**src/rtl/tl_ul_arb_2to1.sv**
```systemverilog
`default_nettype none
// ============================================================================
// Module  : tl_ul_arb_2to1
// Brief   : 2:1 TL-UL A-channel arbiter with registered slot and D routing.
//           TL_ARB_ROUND_ROBIN_EN selects round-robin (else fixed m0 priority).
// Revision: 1.0
// ============================================================================
module tl_ul_arb_2to1 #(
    parameter int MAX_OUTSTANDING = 4
) (
    input  logic        clock,
    input  logic        reset,
    input  logic        m0_a_valid,
    output logic        m0_a_ready,
    input  logic [2:0]  m0_a_opcode,
    input  logic [2:0]  m0_a_param,
    input  logic [2:0]  m0_a_size,
    input  logic [1:0]  m0_a_source,
    input  logic [31:0] m0_a_address,
    input  logic [3:0]  m0_a_mask,
    input  logic [31:0] m0_a_data,
    output logic        m0_d_valid,
    input  logic        m0_d_ready,
    output logic [2:0]  m0_d_opcode,
    output logic [2:0]  m0_d_size,
    output logic [1:0]  m0_d_source,
    output logic        m0_d_denied,
    output logic        m0_d_corrupt,
    output logic [31:0] m0_d_data,
    input  logic        m1_a_valid,
    output logic        m1_a_ready,
    input  logic [2:0]  m1_a_opcode,
    input  logic [2:0]  m1_a_param,
    input  logic [2:0]  m1_a_size,
    input  logic [1:0]  m1_a_source,
    input  logic [31:0] m1_a_address,
    input  logic [3:0]  m1_a_mask,
    input  logic [31:0] m1_a_data,
    output logic        m1_d_valid,
    input  logic        m1_d_ready,
    output logic [2:0]  m1_d_opcode,
    output logic [2:0]  m1_d_size,
    output logic [1:0]  m1_d_source,
    output logic        m1_d_denied,
    output logic        m1_d_corrupt,
    output logic [31:0] m1_d_data,
    output logic        s_a_valid,
    input  logic        s_a_ready,
    output logic [2:0]  s_a_opcode,
    output logic [2:0]  s_a_param,
    output logic [2:0]  s_a_size,
    output logic [2:0]  s_a_source,
    output logic [31:0] s_a_address,
    output logic [3:0]  s_a_mask,
    output logic [31:0] s_a_data,
    input  logic        s_d_valid,
    output logic        s_d_ready,
    input  logic [2:0]  s_d_opcode,
    input  logic [2:0]  s_d_size,
    input  logic [2:0]  s_d_source,
    input  logic        s_d_denied,
    input  logic        s_d_corrupt,
    input  logic [31:0] s_d_data
);

    localparam logic [2:0] c_MAX_OUT = 3'(MAX_OUTSTANDING);

    logic        r_slot_valid;
    logic [2:0]  r_opcode, r_param, r_size, r_source;
    logic [31:0] r_address, r_data;
    logic [3:0]  r_mask;
    logic [2:0]  r_cnt0, r_cnt1;

    logic w_can_load, w_elig0, w_elig1, w_pick1, w_gnt0, w_gnt1;
    logic w_d_fire0, w_d_fire1;

    assign w_can_load = !r_slot_valid || s_a_ready;
    assign w_elig0    = m0_a_valid && (r_cnt0 < c_MAX_OUT);
    assign w_elig1    = m1_a_valid && (r_cnt1 < c_MAX_OUT);

`ifdef TL_ARB_ROUND_ROBIN_EN
    // r_prio names the master that wins a tie next; it flips on every grant.
    logic r_prio;

    always_ff @(posedge clock or posedge reset) begin
        if (reset)       r_prio <= 1'b0;
        else if (w_gnt0) r_prio <= 1'b1;
        else if (w_gnt1) r_prio <= 1'b0;
    end

    assign w_pick1 = w_elig1 && (!w_elig0 || r_prio);
`else
    assign w_pick1 = w_elig1 && !w_elig0;
`endif

    assign w_gnt0 = !reset && w_can_load && w_elig0 && !w_pick1;
    assign w_gnt1 = !reset && w_can_load && w_pick1;

    assign m0_a_ready = w_gnt0;
    assign m1_a_ready = w_gnt1;

    always_ff @(posedge clock or posedge reset) begin
        if (reset) begin
            r_slot_valid <= 1'b0;
            r_opcode     <= '0;
            r_param      <= '0;
            r_size       <= '0;
            r_source     <= '0;
            r_address    <= '0;
            r_mask       <= '0;
            r_data       <= '0;
        end else if (w_gnt1) begin
            r_slot_valid <= 1'b1;
            r_opcode     <= m1_a_opcode;
            r_param      <= m1_a_param;
            r_size       <= m1_a_size;
            r_source     <= {1'b1, m1_a_source};
            r_address    <= m1_a_address;
            r_mask       <= m1_a_mask;
            r_data       <= m1_a_data;
        end else if (w_gnt0) begin
            r_slot_valid <= 1'b1;
            r_opcode     <= m0_a_opcode;
            r_param      <= m0_a_param;
            r_size       <= m0_a_size;
            r_source     <= {1'b0, m0_a_source};
            r_address    <= m0_a_address;
            r_mask       <= m0_a_mask;
            r_data       <= m0_a_data;
        end else if (s_a_ready) begin
            r_slot_valid <= 1'b0;
        end
    end

    assign s_a_valid   = r_slot_valid;
    assign s_a_opcode  = r_opcode;
    assign s_a_param   = r_param;
    assign s_a_size    = r_size;
    assign s_a_source  = r_source;
    assign s_a_address = r_address;
    assign s_a_mask    = r_mask;
    assign s_a_data    = r_data;

    // D path is purely combinational, steered by the master bit of the source.
    assign m0_d_valid = !reset && s_d_valid && !s_d_source[2];
    assign m1_d_valid = !reset && s_d_valid &&  s_d_source[2];
    assign s_d_ready  = !reset && (s_d_source[2] ? m1_d_ready : m0_d_ready);

    assign m0_d_opcode  = s_d_opcode;
    assign m0_d_size    = s_d_size;
    assign m0_d_source  = s_d_source[1:0];
    assign m0_d_denied  = s_d_denied;
    assign m0_d_corrupt = s_d_corrupt;
    assign m0_d_data    = s_d_data;
    assign m1_d_opcode  = s_d_opcode;
    assign m1_d_size    = s_d_size;
    assign m1_d_source  = s_d_source[1:0];
    assign m1_d_denied  = s_d_denied;
    assign m1_d_corrupt = s_d_corrupt;
    assign m1_d_data    = s_d_data;

    assign w_d_fire0 = m0_d_valid && s_d_ready;
    assign w_d_fire1 = m1_d_valid && s_d_ready;

    always_ff @(posedge clock or posedge reset) begin
        if (reset) begin
            r_cnt0 <= '0;
            r_cnt1 <= '0;
        end else begin
            if (w_gnt0 && !w_d_fire0)                         r_cnt0 <= r_cnt0 + 3'd1;
            else if (w_d_fire0 && !w_gnt0 && r_cnt0 != 3'd0) r_cnt0 <= r_cnt0 - 3'd1;
            if (w_gnt1 && !w_d_fire1)                         r_cnt1 <= r_cnt1 + 3'd1;
            else if (w_d_fire1 && !w_gnt1 && r_cnt1 != 3'd0) r_cnt1 <= r_cnt1 - 3'd1;
        end
    end

endmodule
`default_nettype wire
```
**config.mk**
```make
export PLATFORM = sky130hd
export DESIGN_NAME = tl_ul_arb_2to1
export DESIGN_NICKNAME = d
export VERILOG_FILES = /design/src/rtl/tl_ul_arb_2to1.sv
export SDC_FILE = /design/constraint.sdc
export NUM_CORES = 1
export LEC_CHECK = 0
export BUFFER_PORTS_ARGS = -buffer_cell sky130_fd_sc_hd__buf_2
export CAP_MARGIN = 10
export CORE_AREA = 3 3 146 148
export DETAILED_ROUTE_END_ITERATION = 10
export DIE_AREA = 0 0 149 151
export PLACE_DENSITY_LB_ADDON = 0.12
export SYNTH_ARGS = -nofsm -noshare
export SYNTH_HDL_FRONTEND = slang
export SYNTH_SLANG_ARGS = --single-unit
```
**constraint.sdc**
```tcl
create_clock -name clock -period 3.35 [get_ports clock]
set_input_delay 0.1675 -clock clock [delete_from_list [all_inputs] [get_ports clock]]
set_output_delay 0.1675 -clock clock [all_outputs]
set_load 0.05 [all_outputs]
```
Word level (Yosys, flattened, before mapping):

Cells that the tools add are included.

* register bits after elaboration: 87
* input bits: 209
* logic and storage cells: 73

* add/sub/neg operators: 4
* order comparisons: 2
* multiplexer cells: 22
* reductions and logical operators: 35

Operators with widths (count)
* 32-bit two-way mux: 4
* 3-bit two-way mux: 12
* 1-bit logical AND: 19
* 1-bit logical NOT: 9
* 3-bit nonzero test: 3
* 4-bit two-way mux: 2
* 3-bit by 1-bit adder with 3-bit output, second input constant: 2
* 3-bit less-than comparator, second input constant: 2
* 2-bit nonzero test: 3
* 3-bit by 1-bit subtractor with 3-bit output, second input constant: 2
* 1-bit two-way mux: 4
* 1-bit logical OR: 1

Logic depth before layout (Yosys ltp):

Gate-level depths: netlist (run 1).

* depth after elaboration: 11
* mapped depth: 7
* mapped depth without buffers: 6

Worst setup path before layout (run 1):

OpenSTA, ideal clock, no wires.

* path kind: input -> register
* start: in reset
* end: reg r_cnt0[1]
* library setup time: 0.126 ns
* arrival time: 3.448 ns
* slack: -0.225 ns
* stages: 7
* path buffers: 1
* cells stage by stage: buf_2 -> inv_1 -> nand4_1 -> nand2_1 -> fa_1 -> o21ai_0 -> o22ai_1

* word-level cells in the longest chain between the ends: 8
* elaborated cells on any way between the ends: 15

RTL lines
* start, declared: line 12 `input logic reset,`
* 1-bit logical NOT (no source line) *
* 1-bit logical AND (3 in series): line 96 `assign w_gnt0 = !reset && w_can_load && w_elig0 && !w_pick1;`
* 1-bit logical NOT: line 171 `else if (w_d_fire0 && !w_gnt0 && r_cnt0 != 3'd0) r_cnt0 <= r_cnt0 - 3'd1;`
* 1-bit logical AND (2 in series): line 171
* 2-bit nonzero test (no source line)
* end signal, assigned: line 170 `if (w_gnt0 && !w_d_fire0) r_cnt0 <= r_cnt0 + 3'd1;`
* end signal, assigned: line 171
* end, declared: line 72 `logic [2:0] r_cnt0, r_cnt1;`

Mark *: on every way between the ends. The rest lies on a longest branch, timed or not.
A chain may end at the register's enable or synchronous reset.

Final worst setup path (run 1):

* start: in reset
* end: reg r_cnt0[2]

The elaborated chain is that of the path after synthesis.

==> results of run 1 <==
## report_power, final
| group | total (mW) | switching (mW) | internal (mW) |
|---|---|---|---|
| clock | 0.981 | 0.409 | 0.572 |
| sequential | 1.81 | 0.271 | 1.54 |
| combinational | 3.43 | 2.58 | 0.849 |
| total | 6.22 | 3.26 | 2.96 |
## critical path, delay by kind of cell
family,cells,cell delay (ns)
AOI/OAI and AO/OA,1,0.16
adders and majority gates,1,0.40
buffers and inverters,3,1.10
and+or+nand+nor,3,0.81
## state kept, by name, summed over array words and instances, names as in the netlist
signal       count
s_a_address     32
s_a_data        32
s_a_mask         4
r_cnt0           3
r_cnt1           3
s_a_opcode       3
s_a_param        3
s_a_size         3
s_a_source       3
s_a_valid        1
## worst paths after layout
| path | from | endpoint | slack [ns] | cells past startpoint |
|---|---|---|---|---|
| max | reset | r_cnt0[2]$_DFFE_PP0P_ | 0.96 | 8 |
| min | m1_a_data[31] | s_a_data[31]$_DFFE_PP0P_ | 0.12 | 3 |
| max reg2reg | r_cnt1[2]$_DFFE_PP0P_ | r_cnt1[2]$_DFFE_PP0P_ | 1.08 | 6 |
| min reg2reg | s_a_address[30]$_DFFE_PP0P_ | s_a_address[30]$_DFFE_PP0P_ | 0.52 | 2 |
| max in group asynchronous | reset | s_a_data[9]$_DFFE_PP0P_ | 1.63 | 4 |
| min in group asynchronous | reset | s_a_data[14]$_DFFE_PP0P_ | 0.42 | 3 |
## stage by stage
stage | hold slack, ns | std cells | power [mW] | worst slack (ns)
after floorplan | 0.3735 | 493 | 4.682 | 0.02139
after global placement | 0.2372 | 902 | 5.275 | 1.137
after detailed placement | 0.2389 | 902 | 5.306 | 1.102
after CTS | 0.1001 | 918 | 6.333 | 0.9452
after global routing | 0.1067 | 918 | 6.643 | 0.7676
final | 0.1236 | 918 | 6.220 | 0.9556
## final cells by class
type / instances / area [µm²] / share of cell area [%]
sequential: 87 / 2177 / 37.97
multi-input combinational: 283 / 1599 / 27.89
timing repair buffer: 260 / 1324 / 23.09
clock buffer: 11 / 232.7 / 4.059
clock inverter: 4 / 47.55 / 0.8293
tap: 270 / 337.8 / 5.893
inverter: 3 / 15.01 / 0.2619
## routing by layer
layer  global-route usage (%)  part of all wire, %
met5                        0                    0
met1                    13.53                   39
met2                    21.34                   51
met3                    3.980                  8.7
met4                    3.295                  1.2
## cell usage after synthesis, drive strengths merged (2+ instances only)
| library cell | count | area [µm²] |
|---|---|---|
| nand2b | 3 | 28.78 |
| o21ai | 3 | 15.01 |
| nand2 | 3 | 11.26 |
| o22ai | 80 | 500.5 |
| and3 | 2 | 12.51 |
| clkbuf | 15 | 56.30 |
| nand3 | 2 | 10.01 |
| a21oi | 80 | 400.4 |
| nand4 | 2 | 12.51 |
| inv | 3 | 11.26 |
| nor2 | 84 | 315.3 |
| fa | 2 | 40.04 |
| xnor2 | 2 | 17.52 |
| buf | 105 | 745.7 |
| dfrtp | 87 | 2177 |
| nor3 | 2 | 21.27 |
| mux2i | 4 | 40.04 |
| mux2 | 2 | 22.52 |
## cells by family (layout without fill, tap and decap cells)
group                    Yosys count  in the layout  share of synthesized area [%]
AO/OA/AOI/OAI                    167            167                          20.88
buffers and inverters            123            278                          17.81
AND/OR/NAND/NOR                  106            106                          11.01
flip-flops                        87             87                          47.67
multiplexers                       6              6                          1.370
adder cells (fa/ha/maj)            2              2                         0.8767
XOR/XNOR                           2              2                         0.3836
==> results.sh, run 1 <==
export IMPL_status="complete, no violations"
export IMPL_grt_pass1_vias=4127
export IMPL_post_dp_hpwl_um=10070
export IMPL_p_per_area_nw_per_um2=1085
export IMPL_synth_yosys_seq_area_share_pct=47.67
export IMPL_fmax_mhz=417.6
export IMPL_globalplace_congestion=0.7406
export IMPL_vias_per_cell=4.443
export IMPL_path_class="input pin to register"
export IMPL_nNetsFinal=855
export IMPL_cts_root_buf="clkbuf_16"
export IMPL_insertedDiodeCount=0
export IMPL_start_kind="input pin"
export IMPL_drtIter0Drc=100
export IMPL_final_setup_tns_ns=0
export IMPL_h_tree_depth=3
export IMPL_fin_crit_sh_pct=71.47
export IMPL_maxCapViolCount=0
export IMPL_synth_seq_cells=87
export IMPL_start_util_pct=22.64
export IMPL_fin_worst_skew_ns=0.009719
export IMPL_synthDistinctLibCells=37
export IMPL_cts_clk_slew_worst_paths_ns=0.07
export IMPL_area_growth_pct=25.53
export IMPL_grt_pass1_wl_um=21370
export IMPL_drc=0
export IMPL_slew_headroom_pct=28.84
export IMPL_ctsResizeCount=0
export IMPL_syn_inst=493
export IMPL_fp_dieW_um=149
export IMPL_cts_tree="yes"
export IMPL_hold_viol=0
export IMPL_gr_total_overflow=0
export IMPL_fp_row_count=52
export IMPL_ir_drop_mv=0.3018
export IMPL_clkLatencyLatePin_ns=0.34
export IMPL_post_dp_cell_area_um2=5443
export IMPL_final_cell_mix="buf_2, dfrtp_1, nor2_1"
export IMPL_slowest_delay_ns=0.51
export IMPL_clock_sinks=87
export IMPL_cts_buffers_inserted=9
export IMPL_path_cells="dlygate4sd3_1 -> buf_2 -> clkinvlp_4 -> nand4_1 -> nand2_1 -> fa_1 -> or4_1 -> o211ai_1"
export IMPL_leakagePower_nw=2.588
export IMPL_worst_path_max_delay_cell="dlygate4sd3_1"
export IMPL_wl_per_cell_um=15.36
export IMPL_layout_min_cycle_time_ns=2.394
export IMPL_fillers=2210
export IMPL_antenna_found_initial=0
export IMPL_rsz0062_at_grt="no"
export IMPL_grt_usage_pct=11.89
export IMPL_ys_warn_count=0
export IMPL_synth_fp_nets=704
export IMPL_maxSlewViolCount=0
export IMPL_dieArea_um2=22500
export IMPL_vias=4079
export IMPL_postCtsSetupBuffers=0
export IMPL_synth_ff_type="dfrtp_1"
export IMPL_drtAntennaViolNets=0
export IMPL_syn_area_um2=4567
export IMPL_utilization_pct=28.42
export IMPL_wirelength_um=14110
export IMPL_final_layout_size_suffix_gt1_share_pct=44.14
export IMPL_synthArstFlopShare_pct=100.0
export IMPL_synth_edff_count=0
export IMPL_cp_max_fo=11
export IMPL_syn_avg_cell_area_um2=9.263
export IMPL_worst_slew_pin_slew_ns=1.067
export IMPL_io_buffers=252
export IMPL_ios=379
export IMPL_cp_arrival_ns=2.65
export IMPL_firstDrtPassIters=4
export IMPL_dieHeight_um=151
export IMPL_layout_commonest_cell="buf_2"
export IMPL_core_area_um2=20170
export IMPL_hp_class="input pin to register"
export IMPL_setup_viol_count_final=0
export IMPL_worstSetupEndpointType="register"
export IMPL_cts_hold_buf=1
export IMPL_cts_max_path_buffers=2
export IMPL_fin_area_um2=5733
export IMPL_required_ns=3.61
export IMPL_grt_max_degree=82
Note: power is estimated with default switching activity, not from simulation.
==> inputs of run 2 (changes only) <==
- clock period: 3.35 -> 2.41 ns (I/O delays scaled with it)
==> run 2 against run 1 <==
Effect of this change:
- clock skew up 0.0024 ns
- wire length up 3.4%
- die area did not move
- largest cell class unchanged
- global-route usage rose by 0.52 points
- critical path type is now register to register
- first-iteration DRC count rose by 24%
==> results.sh, run 2 (synthesis results as in run 1) <==
export IMPL_cts_root_buf="clkbuf_16"
export IMPL_hold_viol=0
export IMPL_fin_ws_ns=0.2931
export IMPL_worstSetupEndpointType="register"
export IMPL_clock_sinks=87
export IMPL_dp_cells=906
export IMPL_multi_input_area_um2=1597
export IMPL_vias=4088
export IMPL_ff_latch_area_um2=2177
export IMPL_cts_tree="yes"
export IMPL_postCtsSetupBuffers=0
export IMPL_required_ns=2.69
export IMPL_insertedDiodeCount=0
export IMPL_rsz0062_at_grt="no"
export IMPL_antenna_found_initial=1
export IMPL_cp_arrival_ns=2.40
export IMPL_ctsResizeCount=0
export IMPL_maxSlewViolCount=0
export IMPL_grt_pass1_vias=4184
export IMPL_core_area_um2=20170
export IMPL_nNetsFinal=858
export IMPL_wl_per_cell_um=15.83
export IMPL_slowest_delay_ns=0.51
export IMPL_cts_hold_buf=0
export IMPL_utilization_pct=28.68
export IMPL_layout_commonest_cell="buf_2"
export IMPL_ios=379
export IMPL_grt_pass1_wl_um=22100
export IMPL_path_delay_family="simple AND/OR/NAND/NOR gates"
export IMPL_hp_class="input pin to async pin"
export IMPL_start_util_pct=22.64
export IMPL_fp_dieW_um=149
export IMPL_clkLatencyLatePin_ns=0.34
export IMPL_fp_row_count=52
export IMPL_leakagePower_nw=2.605
export IMPL_path_cells="nand2b_2 -> nor4b_4 -> nand2_1 -> fa_1 -> or4b_1 -> nand4_1"
export IMPL_h_tree_depth=3
export IMPL_setup_viol_count_final=0
export IMPL_area_growth_pct=26.66
export IMPL_dieArea_um2=22500
export IMPL_cp_max_fo=5
export IMPL_start_kind="register"
export IMPL_layout_min_cycle_time_ns=2.117
export IMPL_fillers=2199
export IMPL_pre_cts_slack_ns=0.2913
export IMPL_cts_clk_slew_worst_paths_ns=0.07
export IMPL_fin_crit_sh_pct=87.84
export IMPL_path_class="register to register"
export IMPL_cts_max_path_buffers=2
export IMPL_slew_headroom_pct=56.52
export IMPL_drtIter0Drc=124
export IMPL_gr_total_overflow=0
export IMPL_grt_max_degree=80
export IMPL_worst_slew_pin_slew_ns=0.6522
export IMPL_wirelength_um=14590
export IMPL_instances_no_fill=922
export IMPL_final_cell_mix="buf_2, dfrtp_1, nor2_1"
export IMPL_firstDrtPassIters=6
export IMPL_vias_per_cell=4.434
export IMPL_ir_drop_mv=0.6453
export IMPL_grt_usage_pct=12.41
export IMPL_io_buffers=252
export IMPL_drtAntennaViolNets=0
export IMPL_post_dp_hpwl_um=10840
export IMPL_final_setup_tns_ns=0
export IMPL_fmax_mhz=472.4
export IMPL_p_per_area_nw_per_um2=1512
export IMPL_globalplace_congestion=0.7246
export IMPL_path_buf_inv=0
export IMPL_maxCapViolCount=0
export IMPL_drc=0
export IMPL_worst_path_max_delay_cell="or4b_1"
export IMPL_final_layout_size_suffix_gt1_share_pct=44.79
export IMPL_design_power_total_mw=8.749
export IMPL_cts_buffers_inserted=9
export IMPL_dieHeight_um=151
export IMPL_fin_worst_skew_ns=0.01209
export IMPL_status="complete, no violations"
## run 2: worst paths after layout
path	from	end	slack, ns	cells past startpoint
worst min-delay path	reset	r_cnt1[1]$_DFFE_PP0P_	0.07	3
worst min register to register	s_a_data[24]$_DFFE_PP0P_	s_a_data[24]$_DFFE_PP0P_	0.52	2
max in group asynchronous	reset	s_a_size[2]$_DFFE_PP0P_	1.26	4
min in group clock	m1_a_address[4]	s_a_address[4]$_DFFE_PP0P_	0.07	3
worst max register to register	r_cnt1[2]$_DFFE_PP0P_	r_cnt1[2]$_DFFE_PP0P_	0.29	6
worst max-delay path	r_cnt1[2]$_DFFE_PP0P_	r_cnt1[2]$_DFFE_PP0P_	0.29	6
## run 2: worst min-delay path, stage by stage
cell and delay (ns):
buf_2 0.20, clkinvlp_4 0.11, buf_4 0.44
## run 2: layer usage
metal	track usage [%]	vias to the layer above	part of all wire (%)
li1	-	1968	-
met4	5.767	2	2.9
met2	21.16	212	48
met3	4.369	36	9.9
met5	0	-	0.089
met1	13.95	1870	39
## run 2: cell type report
class / count / share of cell area, %
clock buffers: 12 / 4.261
clock inverters: 4 / 0.9518
inverters: 3 / 0.2596
multi-input cells: 283 / 27.60
flip-flops and latches: 87 / 37.64
well taps: 270 / 5.840
repair buffers: 263 / 23.45
## run 2: power by group
group          internal, mW  switching, mW  leakage [nW]
clock network         0.837          0.594         0.143
registers              2.14          0.373         0.946
logic                  1.21           3.60          1.52
total                  4.19           4.56          2.61
## run 2: per-stage QoR
step / hold WS, ns / instance area, µm²
2_1_floorplan: 0.3265 / 4588
3_3_place_gp: 0.2415 / 5483
3_5_place_dp: 0.2415 / 5483
4_1_cts: 0.05663 / 5784
5_1_grt: 0.07759 / 5784
6_report: 0.07353 / 5784
==> inputs of run 3 (changes only) <==
- CORE_AREA: 3 3 146 148 -> 3 3 145 147
- DIE_AREA: 0 0 149 151 -> 0 0 148 150
- clock period: 2.41 -> 1.7 ns (I/O delays scaled with it)
==> run 3 against run 2 <==
Effect of this change:
- the flow now finishes with violations (hold timing, setup timing)
- clock-buffer cell count shrank 2
- critical endpoint unchanged
- cell count grew 2.3%
- wire length grew 13%
- clock skew shrank 0.0019 ns
- via count grew 2.7%
- sequential power grew 42%
- register-to-register slack lost 0.52 ns
- final area grew 6.2%
- highest routed layer is now met4
- non-clock buffer count grew 21
- critical path depth is the same
- first-iteration DRC count grew 4.0%
- critical path type unchanged
==> results.sh, run 3 (synthesis results as in run 1) <==
export IMPL_grt_pass1_vias=4326
export IMPL_layout_min_cycle_time_ns=1.928
export IMPL_cts_max_path_buffers=2
export IMPL_cts_buffers_inserted=9
export IMPL_wirelength_um=16550
export IMPL_p_per_area_nw_per_um2=2111
export IMPL_clock_sinks=87
export IMPL_drc=0
export IMPL_post_dp_hpwl_um=11910
export IMPL_rr_worst_depth=6
export IMPL_utilization_pct=30.64
export IMPL_power_share_clock_pct=16.0
export IMPL_grt_max_degree=53
export IMPL_ios=379
export IMPL_antenna_found_initial=0
export IMPL_worstSetupEndpointType="register"
export IMPL_vias_per_cell=4.451
export IMPL_maxCapViolCount=0
export IMPL_cts_clk_slew_worst_paths_ns=0.07
export IMPL_final_layout_size_suffix_gt1_share_pct=47.70
export IMPL_fp_dieW_um=148
export IMPL_rsz0062_at_grt="yes"
export IMPL_ir_drop_mv=0.9515
export IMPL_path_class="register to register"
export IMPL_slew_headroom_pct=51.21
export IMPL_layout_commonest_cell="buf_2"
export IMPL_start_util_pct=22.79
export IMPL_violations="hold timing, setup timing"
export IMPL_worst_slew_pin_slew_ns=0.7319
export IMPL_area_growth_pct=34.47
export IMPL_final_cell_mix="buf_2, dfrtp_1, nor2_1"
export IMPL_pre_cts_slack_ns=-0.2972
export IMPL_hold_ws_ns=-0.04044
export IMPL_cts_tree="yes"
export IMPL_fin_ws_ns=-0.2280
export IMPL_wl_per_cell_um=17.55
export IMPL_insertedDiodeCount=0
export IMPL_switching_share_pct=51.45
export IMPL_p_comb_share_pct=56.5
export IMPL_fp_row_count=52
export IMPL_hold_viol=35
export IMPL_switching_power_mw=6.669
export IMPL_reg2reg_from="s_a_valid$_DFFE_PP0P_"
export IMPL_p_int_mw=6.294
export IMPL_leakagePower_nw=2.783
export IMPL_rrSetupSlack_ns=-0.23
export IMPL_design_power_total_mw=12.96
export IMPL_clkLatencyLatePin_ns=0.35
export IMPL_fin_crit_sh_pct=113.4
export IMPL_cp_max_fo=4
export IMPL_maxSlewViolCount=0
export IMPL_grt_usage_pct=14.03
export IMPL_required_ns=1.97
export IMPL_io_buffers=252
export IMPL_drtAntennaViolNets=0
export IMPL_globalplace_congestion=0.7149
export IMPL_core_area_um2=20040
export IMPL_drtIter0Drc=129
export IMPL_firstDrtPassIters=4
export IMPL_final_setup_tns_ns=-0.4270
export IMPL_cts_root_buf="clkbuf_16"
export IMPL_dieArea_um2=22200
export IMPL_grt_pass1_wl_um=24410
export IMPL_seq_power_share_pct=27.5
export IMPL_fmax_mhz=518.7
export IMPL_vias=4197
export IMPL_hp_class="input pin to async pin"
export IMPL_worst_r2r_endpoint="r_cnt1[2]$_DFFE_PP0P_"
export IMPL_fin_area_um2=6141
export IMPL_nNetsFinal=879
export IMPL_gr_total_overflow=0
export IMPL_cp_arrival_ns=2.20
export IMPL_setup_viol_count_final=3
export IMPL_status="complete, but fails checks"
export IMPL_start_kind="register"
export IMPL_h_tree_depth=3
export IMPL_post_dp_cell_area_um2=5630
export IMPL_dieHeight_um=150
export IMPL_fin_worst_skew_ns=0.01017
## run 3: cell count changes in the layout (fill, tap and decap cells not counted), sizes merged
cell,delta
buf,+18
clkbuf,+1
clkinv,+1
inv,+1
## run 3: power groups by stage
stage	sequential, mW	clock [mW]	combinational [mW]
final	3.56	2.07	7.33
after global routing	3.69	2.26	7.86
after CTS	3.58	2.16	7.27
after detailed placement	3.60	0	7.13
after global placement	3.58	0	7.10
after floorplan	6.73	0	2.51
## run 3: worst max-delay path by stage
stage	from	endpoint	slack, ns	cells after the start
5_1_grt	s_a_valid$_DFFE_PP0P_	r_cnt1[2]$_DFFE_PP0P_	-0.33	6
2_1_floorplan	reset	r_cnt0[2]$_DFFE_PP0P_	-1.34	7
3_3_place_gp	r_cnt1[2]$_DFFE_PP0P_	r_cnt1[2]$_DFFE_PP0P_	-0.29	6
3_5_place_dp	r_cnt1[2]$_DFFE_PP0P_	r_cnt1[2]$_DFFE_PP0P_	-0.30	6
6_report	s_a_valid$_DFFE_PP0P_	r_cnt1[2]$_DFFE_PP0P_	-0.23	6
4_1_cts	s_a_valid$_DFFE_PP0P_	r_cnt1[2]$_DFFE_PP0P_	-0.23	6
## run 3: layer usage
| metal | GRT usage (%) | vias to the layer above | part of all wire [%] |
|---|---|---|---|
| met5 | 0 | - | 0 |
| met3 | 5.270 | 18 | 9.4 |
| li1 | - | 2011 | - |
| met2 | 24.12 | 210 | 51 |
| met4 | 4.249 | 0 | 1.5 |
| met1 | 16.31 | 1958 | 38 |
## run 3: area by class of cell
| cell class | count | area (µm²) |
|---|---|---|
| fill | 2176 | 13900 |
| clock buffer | 10 | 239.0 |
| tap | 270 | 337.8 |
| inverter | 3 | 15.01 |
| sequential | 87 | 2177 |
| timing repair buffer | 284 | 1685 |
| clock inverter | 6 | 68.82 |
| multi-input combinational | 283 | 1618 |
## run 3: per-stage QoR
stage / instances / hold slack [ns]
after floorplan: 493 / 0.2910
after global placement: 917 / 0.1705
after detailed placement: 917 / 0.1705
after CTS: 937 / -0.02164
after global routing: 943 / 0.01365
final: 943 / -0.04044
## run 3: timing repair
| action | CTS | global route |
|---|---|---|
| pin swaps | 5 | 3 |
| endpoints found under the setup margin | 14 | 85 |
| hold endpoints to repair | 35 | 0 |
| cloned | 1 | 4 |
| gates resized for setup | 8 | 8 |
| buffers inserted | 3 | 2 |
## run 3: critical path, stage by stage (launching register included)
cell	delay, ns
dfrtp_1	0.38
nor2b_4	0.14
nor4b_4	0.27
nand2_1	0.11
fa_2	0.37
or4b_4	0.51
nand4_1	0.10
